<file path="src/rtl/len5_pkg.sv">
// Core-wide constants and types shared by the front-end decode blocks.
package len5_pkg;

  localparam int unsigned XLEN = 64;
  localparam int unsigned ILEN = 32;

  typedef logic [ILEN-1:0] instr_t;

  localparam logic [6:0] OPC_JAL  = 7'b1101111;
  localparam logic [6:0] OPC_JALR = 7'b1100111;

  // Link registers that mark a call/return, and the zero register
  localparam logic [4:0] REG_ZERO = 5'd0;
  localparam logic [4:0] REG_RA   = 5'd1;
  localparam logic [4:0] REG_T0   = 5'd5;

  typedef enum logic [1:0] {
    JUMP_NONE,
    JUMP_JAL,
    JUMP_CALL,
    JUMP_RET
  } jump_type_t;

endpackage

</file>
<file path="src/rtl/fetch_pkg.sv">
// Fetch-stage payload types.
package fetch_pkg;

  import len5_pkg::XLEN;

  typedef struct packed {
    logic [XLEN-1:0] pc;
    logic [XLEN-1:0] target;
    logic            taken;
  } prediction_t;

endpackage

</file>
<file path="src/rtl/ras_stack.sv">
// Circular return-address stack: overflow overwrites the oldest entry.
module ras_stack #(
  parameter int unsigned DEPTH = 4,
  parameter int unsigned XLEN  = 64
) (
  input  logic            clk_i,
  input  logic            rst_i,
  input  logic            clear_i,
  input  logic            push_i,
  input  logic            pop_i,
  input  logic [XLEN-1:0] data_i,
  output logic [XLEN-1:0] top_o,
  output logic            empty_o
);

  localparam int unsigned PTR_W = $clog2(DEPTH);
  localparam int unsigned CNT_W = $clog2(DEPTH + 1);

  logic [XLEN-1:0]  r_stack [DEPTH];
  logic [PTR_W-1:0] r_ptr;  // next free slot; top is one below
  logic [CNT_W-1:0] r_cnt;
  logic [PTR_W-1:0] w_top_idx;

  assign w_top_idx = r_ptr - PTR_W'(1);
  assign top_o     = r_stack[w_top_idx];
  assign empty_o   = (r_cnt == '0);

  // Stack storage, pointer and count; clear acts before a same-cycle push
  always_ff @(posedge clk_i or posedge rst_i) begin
    if (rst_i) begin
      r_ptr <= '0;
      r_cnt <= '0;
      for (int i = 0; i < int'(DEPTH); i++) begin
        r_stack[i] <= '0;
      end
    end else if (push_i) begin
      r_stack[r_ptr] <= data_i;
      r_ptr          <= r_ptr + PTR_W'(1);
      if (clear_i) begin
        r_cnt <= CNT_W'(1);
      end else if (r_cnt != CNT_W'(DEPTH)) begin
        r_cnt <= r_cnt + CNT_W'(1);
      end
    end else if (clear_i) begin
      r_cnt <= '0;
    end else if (pop_i && !empty_o) begin
      r_ptr <= w_top_idx;
      r_cnt <= r_cnt - CNT_W'(1);
    end
  end

endmodule

</file>
<file path="src/rtl/early_jump_ras_dec.sv">
// Early jump decoder: redirects fetch for JAL and, via the RAS, for returns.
module early_jump_ras_dec
  import len5_pkg::*;
  import fetch_pkg::*;
#(
  parameter int unsigned RAS_DEPTH = 4,
  parameter int unsigned RAS_EN    = 1
) (
  input  logic            clk_i,
  input  logic            rst_i,
  input  logic            flush_i,
  input  logic            ras_clear_i,
  input  instr_t          instr_i,
  input  logic            instr_valid_i,
  input  logic            issue_ready_i,
  input  prediction_t     mem_if_pred_i,
  input  logic [XLEN-1:0] early_jump_target_i,
  output prediction_t     issue_pred_o,
  output logic            early_jump_valid_o,
  output logic            mem_flush_o,
  output logic [XLEN-1:0] early_jump_base_o,
  output logic [XLEN-1:0] early_jump_offs_o
);

  typedef enum logic [1:0] {
    S_RESET,
    S_IDLE,
    S_WAIT_ISSUE
  } state_t;

  state_t          r_state;
  state_t          w_next_state;
  jump_type_t      w_jtype;
  logic            w_is_jump;
  logic [6:0]      w_opcode;
  logic [4:0]      w_rd;
  logic [4:0]      w_rs1;
  logic [2:0]      w_funct3;
  logic [11:0]     w_imm12;
  logic [XLEN-1:0] w_jimm;
  logic [XLEN-1:0] w_ras_top;
  logic            w_ras_empty;
  logic            w_accept;
  logic            w_push;
  logic            w_pop;

  assign w_opcode = instr_i[6:0];
  assign w_rd     = instr_i[11:7];
  assign w_funct3 = instr_i[14:12];
  assign w_rs1    = instr_i[19:15];
  assign w_imm12  = instr_i[31:20];
  assign w_jimm   = {{(XLEN - 21){instr_i[31]}}, instr_i[31], instr_i[19:12],
                     instr_i[20], instr_i[30:21], 1'b0};

  // Jump classification; a return is only predicted when the RAS holds an entry
  always_comb begin
    w_jtype = JUMP_NONE;
    if (w_opcode == OPC_JAL) begin
      w_jtype = ((w_rd == REG_RA) || (w_rd == REG_T0)) ? JUMP_CALL : JUMP_JAL;
    end else if ((w_opcode == OPC_JALR) && (w_funct3 == 3'b000) &&
                 (w_rd == REG_ZERO) && ((w_rs1 == REG_RA) || (w_rs1 == REG_T0)) &&
                 (w_imm12 == 12'd0) && (RAS_EN != 0) && !w_ras_empty) begin
      w_jtype = JUMP_RET;
    end
  end

  assign w_is_jump = (w_jtype != JUMP_NONE);

  // Target operands handed to the PC generator adder
  always_comb begin
    early_jump_base_o = mem_if_pred_i.pc;
    early_jump_offs_o = w_jimm;
    if (w_jtype == JUMP_RET) begin
      early_jump_base_o = '0;
      early_jump_offs_o = w_ras_top;
    end
  end

  // Prediction forwarded to issue
  always_comb begin
    issue_pred_o.pc     = mem_if_pred_i.pc;
    issue_pred_o.target = w_is_jump ? early_jump_target_i : mem_if_pred_i.target;
    issue_pred_o.taken  = w_is_jump | mem_if_pred_i.taken;
  end

  // State register
  always_ff @(posedge clk_i or posedge rst_i) begin
    if (rst_i) begin
      r_state <= S_RESET;
    end else begin
      r_state <= w_next_state;
    end
  end

  // Next state and redirect handshake; flush overrides any transition
  always_comb begin
    w_next_state       = r_state;
    early_jump_valid_o = 1'b0;
    mem_flush_o        = 1'b0;
    case (r_state)
      S_RESET: w_next_state = S_IDLE;
      S_IDLE: begin
        early_jump_valid_o = instr_valid_i & w_is_jump;
        mem_flush_o        = early_jump_valid_o & issue_ready_i;
        if (early_jump_valid_o && !issue_ready_i) begin
          w_next_state = S_WAIT_ISSUE;
        end
      end
      S_WAIT_ISSUE: begin
        early_jump_valid_o = 1'b1;
        mem_flush_o        = issue_ready_i;
        if (issue_ready_i) begin
          w_next_state = S_IDLE;
        end
      end
      default: w_next_state = S_IDLE;
    endcase
    if (flush_i) begin
      w_next_state = S_IDLE;
    end
  end

  assign w_accept = mem_flush_o & ~flush_i;
  assign w_push   = w_accept & (w_jtype == JUMP_CALL);
  assign w_pop    = w_accept & (w_jtype == JUMP_RET);

  ras_stack #(
    .DEPTH (RAS_DEPTH),
    .XLEN  (XLEN)
  ) u_ras (
    .clk_i   (clk_i),
    .rst_i   (rst_i),
    .clear_i (ras_clear_i),
    .push_i  (w_push),
    .pop_i   (w_pop),
    .data_i  (mem_if_pred_i.pc + XLEN'(4)),
    .top_o   (w_ras_top),
    .empty_o (w_ras_empty)
  );

endmodule
</file>
<file path="config.mk">
export PLATFORM = sky130hd
export DESIGN_NAME = early_jump_ras_dec
export DESIGN_NICKNAME = d
export VERILOG_FILES = /design/src/rtl/len5_pkg.sv /design/src/rtl/fetch_pkg.sv /design/src/rtl/ras_stack.sv /design/src/rtl/early_jump_ras_dec.sv
export SDC_FILE = /design/constraint.sdc
export NUM_CORES = 1
export LEC_CHECK = 0
export ABC_CLOCK_PERIOD_IN_PS = 11310
export BUFFER_PORTS_ARGS = -buffer_cell sky130_fd_sc_hd__buf_2
export CAP_MARGIN = 20
export CORE_ASPECT_RATIO = 0.5
export CORE_UTILIZATION = 45
export CTS_CLUSTER_SIZE = 30
export DETAILED_ROUTE_END_ITERATION = 12
export PLACE_DENSITY = 0.73
export SETUP_SLACK_MARGIN = 0.1
export SLEW_MARGIN = 15
export SYNTH_ARGS = -nofsm -noshare
export SYNTH_HDL_FRONTEND = slang
export SYNTH_SLANG_ARGS = --single-unit
</file>
<file path="constraint.sdc">
create_clock -name clk_i -period 11.31 [get_ports clk_i]
set_input_delay 0.5655 -clock clk_i [delete_from_list [all_inputs] [get_ports clk_i]]
set_output_delay 0.5655 -clock clk_i [all_outputs]
set_load 0.02 [all_outputs]
</file>
# After elaboration in Yosys (flattened, before gate mapping)
# Index checks and enable logic that the tools add are counted.
# W data, S select, Z words.
word_totals:
  latch_bits: 0
  elab_cells: 87
  input_bits: 231
  output_inout_bits: 259
  register_bits: 263
  memories: 0
  romBits: 0
  ram_bits: 0
classes:
  multipliers: 0
  n_shift: 0
  bitwise_logic: 9
  n_reduce_logical: 22
  magnitude_cmp: 3
  add_sub_neg: 5
  n_div: 0
  eq_ne: 15
  n_mux: 26
ops:
  columns: ["operator", "n"]
  rows:
  - ["$mux W64", 6]
  - ["$bwmux W256", 1]
  - ["$bmux W64 S2", 1]
  - ["$demux W64 S2", 1]
  - ["$add A64 B3 Y64 const B", 1]
  - ["$mux W2", 9]
  - ["$mux W3", 5]
  - ["$eq A7 B7 Y1 const B", 2]
  - ["$logic_not A12 Y1", 1]
  - ["$ne A3 B3 Y1 const B", 4]
  - ["$eq A5 B1 Y1 const B", 2]
  - ["$eq A5 B3 Y1 const B", 2]
  - ["$logic_and A1 B1 Y1", 8]
  - ["$eq A2 B2 Y1 const B", 3]
  - ["$ge A3 B3 Y1 const B", 2]
  - ["$logic_not A3 Y1", 2]
  - ["$not A2 Y3", 2]
  - ["$reduce_and A2 Y1", 3]
  - ["$and A1 B1 Y1", 5]
  - ["$logic_not A5 Y1", 1]
  - ["$pmux W1 S2", 2]
  - ["$pmux W2 S2", 1]
  - ["$reduce_bool A2 Y1", 2]
  - ["$add A3 B1 Y3 const B", 1]
  - ["other kinds (11)", 13]

# Longest topological paths before layout
depth:
  word_depth: 18
  ltp_mapped: 10
  mapped_depth_nobuf: 8

# Modules after synthesis
# A second synthesis with hierarchy kept.
hier_totals:
  hier_cells: 1181
  hier_area_um2: 15433.6
modules_own_cells:
  columns: ["module", "seq_area_each_um2", "instances", "area_each_um2", "cells_each"]
  rows:
  - ["ras_stack", 6531.3, 1, 11577.4, 670]
  - ["early_jump_ras_dec", 50.0, 1, 3856.2, 511]

# Least setup slack after synthesis
# Ideal clock, no wire load.
synth_timing:
  kind: "register -> output"
  from: "register u_ras.r_ptr[0]"
  to: "output port early_jump_offs_o[28]"
  t_arrival_ps: 2859
  setup_slack_ps: 7886
  path_buffers: 4
  stages_incl_launch_ff: 9
  required_time_ps: 10745
  path_cell_list: "dfrtp_1 -> buf_2 -> buf_1 -> inv_1 -> ha_1 -> clkbuf_1 -> clkbuf_1 -> mux4_2 -> a21o_1"
synth_between:
  elab_chain_len: 6
synth_rtl:
  columns: ["element", "line", "text"]
  rows:
  - ["start: declaration", "ras_stack.sv:20", "logic [PTR_W-1:0] r_ptr;"]
  - ["start signal: assignment", "ras_stack.sv:38", "r_ptr <= r_ptr + PTR_W'(1);"]
  - ["start signal: assignment", "ras_stack.sv:47", "r_ptr <= w_top_idx;"]
  - ["$sub A2 B1 Y2", "ras_stack.sv:24", "assign w_top_idx = r_ptr - PTR_W'(1);"]
  - ["named net u_ras.w_top_idx[0]", "ras_stack.sv:22", "logic [PTR_W-1:0] w_top_idx;"]
  - ["$not A2 Y3 (not written as such)", "ras_stack.sv:25", "assign top_o = r_stack[w_top_idx];"]
  - ["$bmux W64 S2", "ras_stack.sv:25", null]
  - ["$mux W64 (not written as such) (2 in a row)", "ras_stack.sv:25", null]
  - ["$mux W64", "early_jump_ras_dec.sv:73", "if (w_jtype == JUMP_RET) begin"]
  - ["end: declaration", "early_jump_ras_dec.sv:22", "output logic [XLEN-1:0] early_jump_offs_o"]
# The timed path passes the listed nets, and every way through them passes these cells. The select of a mux whose other input is x is not followed.

# Worst setup path in the final report
layout_timing:
  from: "register u_ras.r_ptr[0]"
  to: "output port early_jump_offs_o[48]"
# Same word-level chain as after synthesis.

==> impl_metrics.env <==
export IMPL_die_h_um=129
export IMPL_pwr_density_cell_mw_per_mm2=121
export IMPL_stdcell_area_mm2=0.0178
export IMPL_final_util_pct=56.0
export IMPL_synthArstFlopShare_pct=100
export IMPL_holdWs_ns=0.149
export IMPL_routed_wl_um=49300
export IMPL_port_buffers=489
export IMPL_synthTopCellsByArea="dfrtp_1 (45%), mux4_2 (9.9%), o21ai_0 (8.5%)"
export IMPL_clock_tree_buffer_depth=3
export IMPL_drt_initial_drc_count=906
export IMPL_syn_area_per_cell_um2=10.0
export IMPL_endpoint_kind="output pin"
export IMPL_vias_per_cell=5.41
export IMPL_drc=0
export IMPL_yosysMostFrequentCell="nand2_1"
export IMPL_place_gp_congestion=0.974
export IMPL_yosys_register_bits=263
export IMPL_antenna_found_initial=7
export IMPL_ys_seq_area_share_pct=45.2
export IMPL_grt_pass1_vias=11700
export IMPL_critPathKind="flip-flop to output pin"
export IMPL_synth_top_area_cell="dfrtp_1"
export IMPL_synth_top_cell_area_share_pct=45.2
export IMPL_vias=12300
export IMPL_ys_dominant_reg_cell="dfrtp_1"
export IMPL_synth_cells=1453
export IMPL_initial_core_util_pct=45.8
export IMPL_final_setup_viol_count=0
export IMPL_synth_common_cells="nand2_1 (281), dfrtp_1 (263), o21ai_0 (248), clkbuf_1 (75)"
export IMPL_dr_pass1_iters=5
export IMPL_clock_skew_ns=0.0157
export IMPL_ir_drop_mv=0.102
export IMPL_fin_nets=2066
export IMPL_holdBufCountCts=0
export IMPL_cp_arrival_ns=3.71
export IMPL_slew_headroom_pct=26.8
export IMPL_syn_nets=1694
export IMPL_leakage_nw=8.63
export IMPL_fill_cells=2875
export IMPL_track_usage_pct=29.4
export IMPL_cts_buffers=26
export IMPL_core_mm2=0.0318
export IMPL_hold_viol_final=0
export IMPL_dpl_instance_area_mm2=0.0168
export IMPL_syn_area_mm2=0.0146
export IMPL_die_area_mm2=0.0331
export IMPL_min_period_ns=4.27
export IMPL_wl_per_cell_um=21.6
export IMPL_drive_above_1_share_pct=36.0
export IMPL_r2r_cells=8
export IMPL_status="completed"
export IMPL_htree_levels=1
export IMPL_tritoncts="built"
export IMPL_insertion_delay_ns=0.54
export IMPL_cts_clk_slew_worst_paths_ns=0.07
export IMPL_postRouteAntennaNets=0
export IMPL_dp_final_hpwl_um=36100
export IMPL_areaGrowthSynthToFinish_pct=22.2
export IMPL_worst_setup_path_start_kind="flip-flop"
export IMPL_clock_sinks=263
export IMPL_fin_crit_sh_pct=37.8
export IMPL_ctsResizeCount=0
export IMPL_critPathRequiredTime_ns=10.74
export IMPL_num_rows=46
export IMPL_cts_root_buf="clkbuf_16"
export IMPL_hp_class="input port to async pin"
export IMPL_grt_remaining_overflow=0
export IMPL_max_freq_ghz=0.234
export IMPL_ios=490
export IMPL_drv_slew=0
export IMPL_post_cts_buffers=0
export IMPL_grt_max_degree=108
export IMPL_total_power_mw=2.16
export IMPL_synth_cell_types=43
export IMPL_grt_pass1_wl_um=73000
export IMPL_tns_ns=0
export IMPL_tightest_slew_ns=1.10
export IMPL_die_width_um=256
export IMPL_drv_cap=0
export IMPL_cp_max_fo=61
export IMPL_yosysWarnings=0
export IMPL_rsz0062_at_grt="false"
export IMPL_synth_edf_count=0
-- logic make-up (layout without fill, tap and decap cells) --
kind of cell / Yosys count / after routing / synth area share (%)
AO/OA/AOI/OAI: 322 / 322 / 12.4
XOR/XNOR: 63 / 63 / 3.79
adder cells (fa/ha/maj): 10 / 10 / 0.860
buffers and inverters: 175 / 564 / 6.43
flip-flops: 263 / 263 / 45.2
multiplexers: 143 / 143 / 16.0
other: 0 / 5 / 0
AND/OR/NAND/NOR: 477 / 477 / 15.3
-- state kept, by name (all words and copies together) (netlist names) --
| register | count |
|---|---|
| u_ras.r_cnt | 3 |
| u_ras.r_ptr | 2 |
| u_ras.r_stack | 256 |
| r_state | 2 |
-- per-layer routing --
layer	vias up	wire length [µm]	part of all wire, %	GRT usage (%)
met4	0	1480	3.0	9.44
met1	6064	21300	43	40.1
met2	447	23500	48	48.0
met3	77	3080	6.3	5.40
met5	-	0	0	0
li1	5741	-	-	-
-- power breakdown --
group | internal [mW] | leakage, nW | switching (mW)
Clock | 0.576 | 0.452 | 0.372
Combinational | 0.0915 | 4.51 | 0.179
Sequential | 0.941 | 3.66 | 0.000270
Total | 1.61 | 8.63 | 0.552
-- cell type report --
cell class                      instances  area (µm²)  share of cell area [%]
Tap cell                              432         541                    3.04
Inverter                               17        71.3                   0.401
Antenna cell                            5        12.5                  0.0703
Clock inverter                         11         193                    1.08
Clock buffer                           34         742                    4.17
Sequential cell                       263        6590                    37.0
Multi-Input combinational cell       1015        7080                    39.8
Timing Repair Buffer                  502        2560                    14.4
-- final timing paths --
path / startpoint / to / slack (ns)
worst max register to register: r_state[0] / u_ras.r_stack[131] / 7.96
max in group asynchronous: rst_i / u_ras.r_ptr[0] / 9.59
worst min register to register: u_ras.r_stack[219] / u_ras.r_stack[219] / 0.47
worst max-delay path: u_ras.r_ptr[0] / early_jump_offs_o[48] / 7.04
min in group clk_i: ras_clear_i / u_ras.r_cnt[2] / 0.25
worst min-delay path: rst_i / u_ras.r_cnt[2] / 0.15
-- worst max-delay path, cell delays in order (launching register included) --
cell and delay (ns):
dfrtp_4 0.93, inv_1 0.17, ha_2 0.44, buf_4 0.74
mux4_2 0.42, a21o_1 0.21, buf_2 0.16
-- cell usage in the layout (no fill, tap or decap), types with 8 or more instances in the layout --
cell       instances
a21o_1            62
and2_1            65
and3_1             9
buf_2            489
buf_4             12
clkbuf_16         27
dfrtp_1          262
ha_1               9
inv_1             16
mux2_1            39
mux2_2            38
mux4_2            64
nand2_1          277
nand3_1           28
nand4_1           16
nor2_1            35
nor3_1            17
nor4_1             8
o21ai_0          248
xnor2_1           40
xor2_1            23
-- stage by stage --
step / std cells / worst slack [ns]
final: 2279 / 7.04
after global routing: 2275 / 6.84
after CTS: 2273 / 7.00
after detailed placement: 2228 / 7.38
after global placement: 2228 / 7.38
after floorplan: 1453 / 3.50
Power figures use the tool's default switching activity.
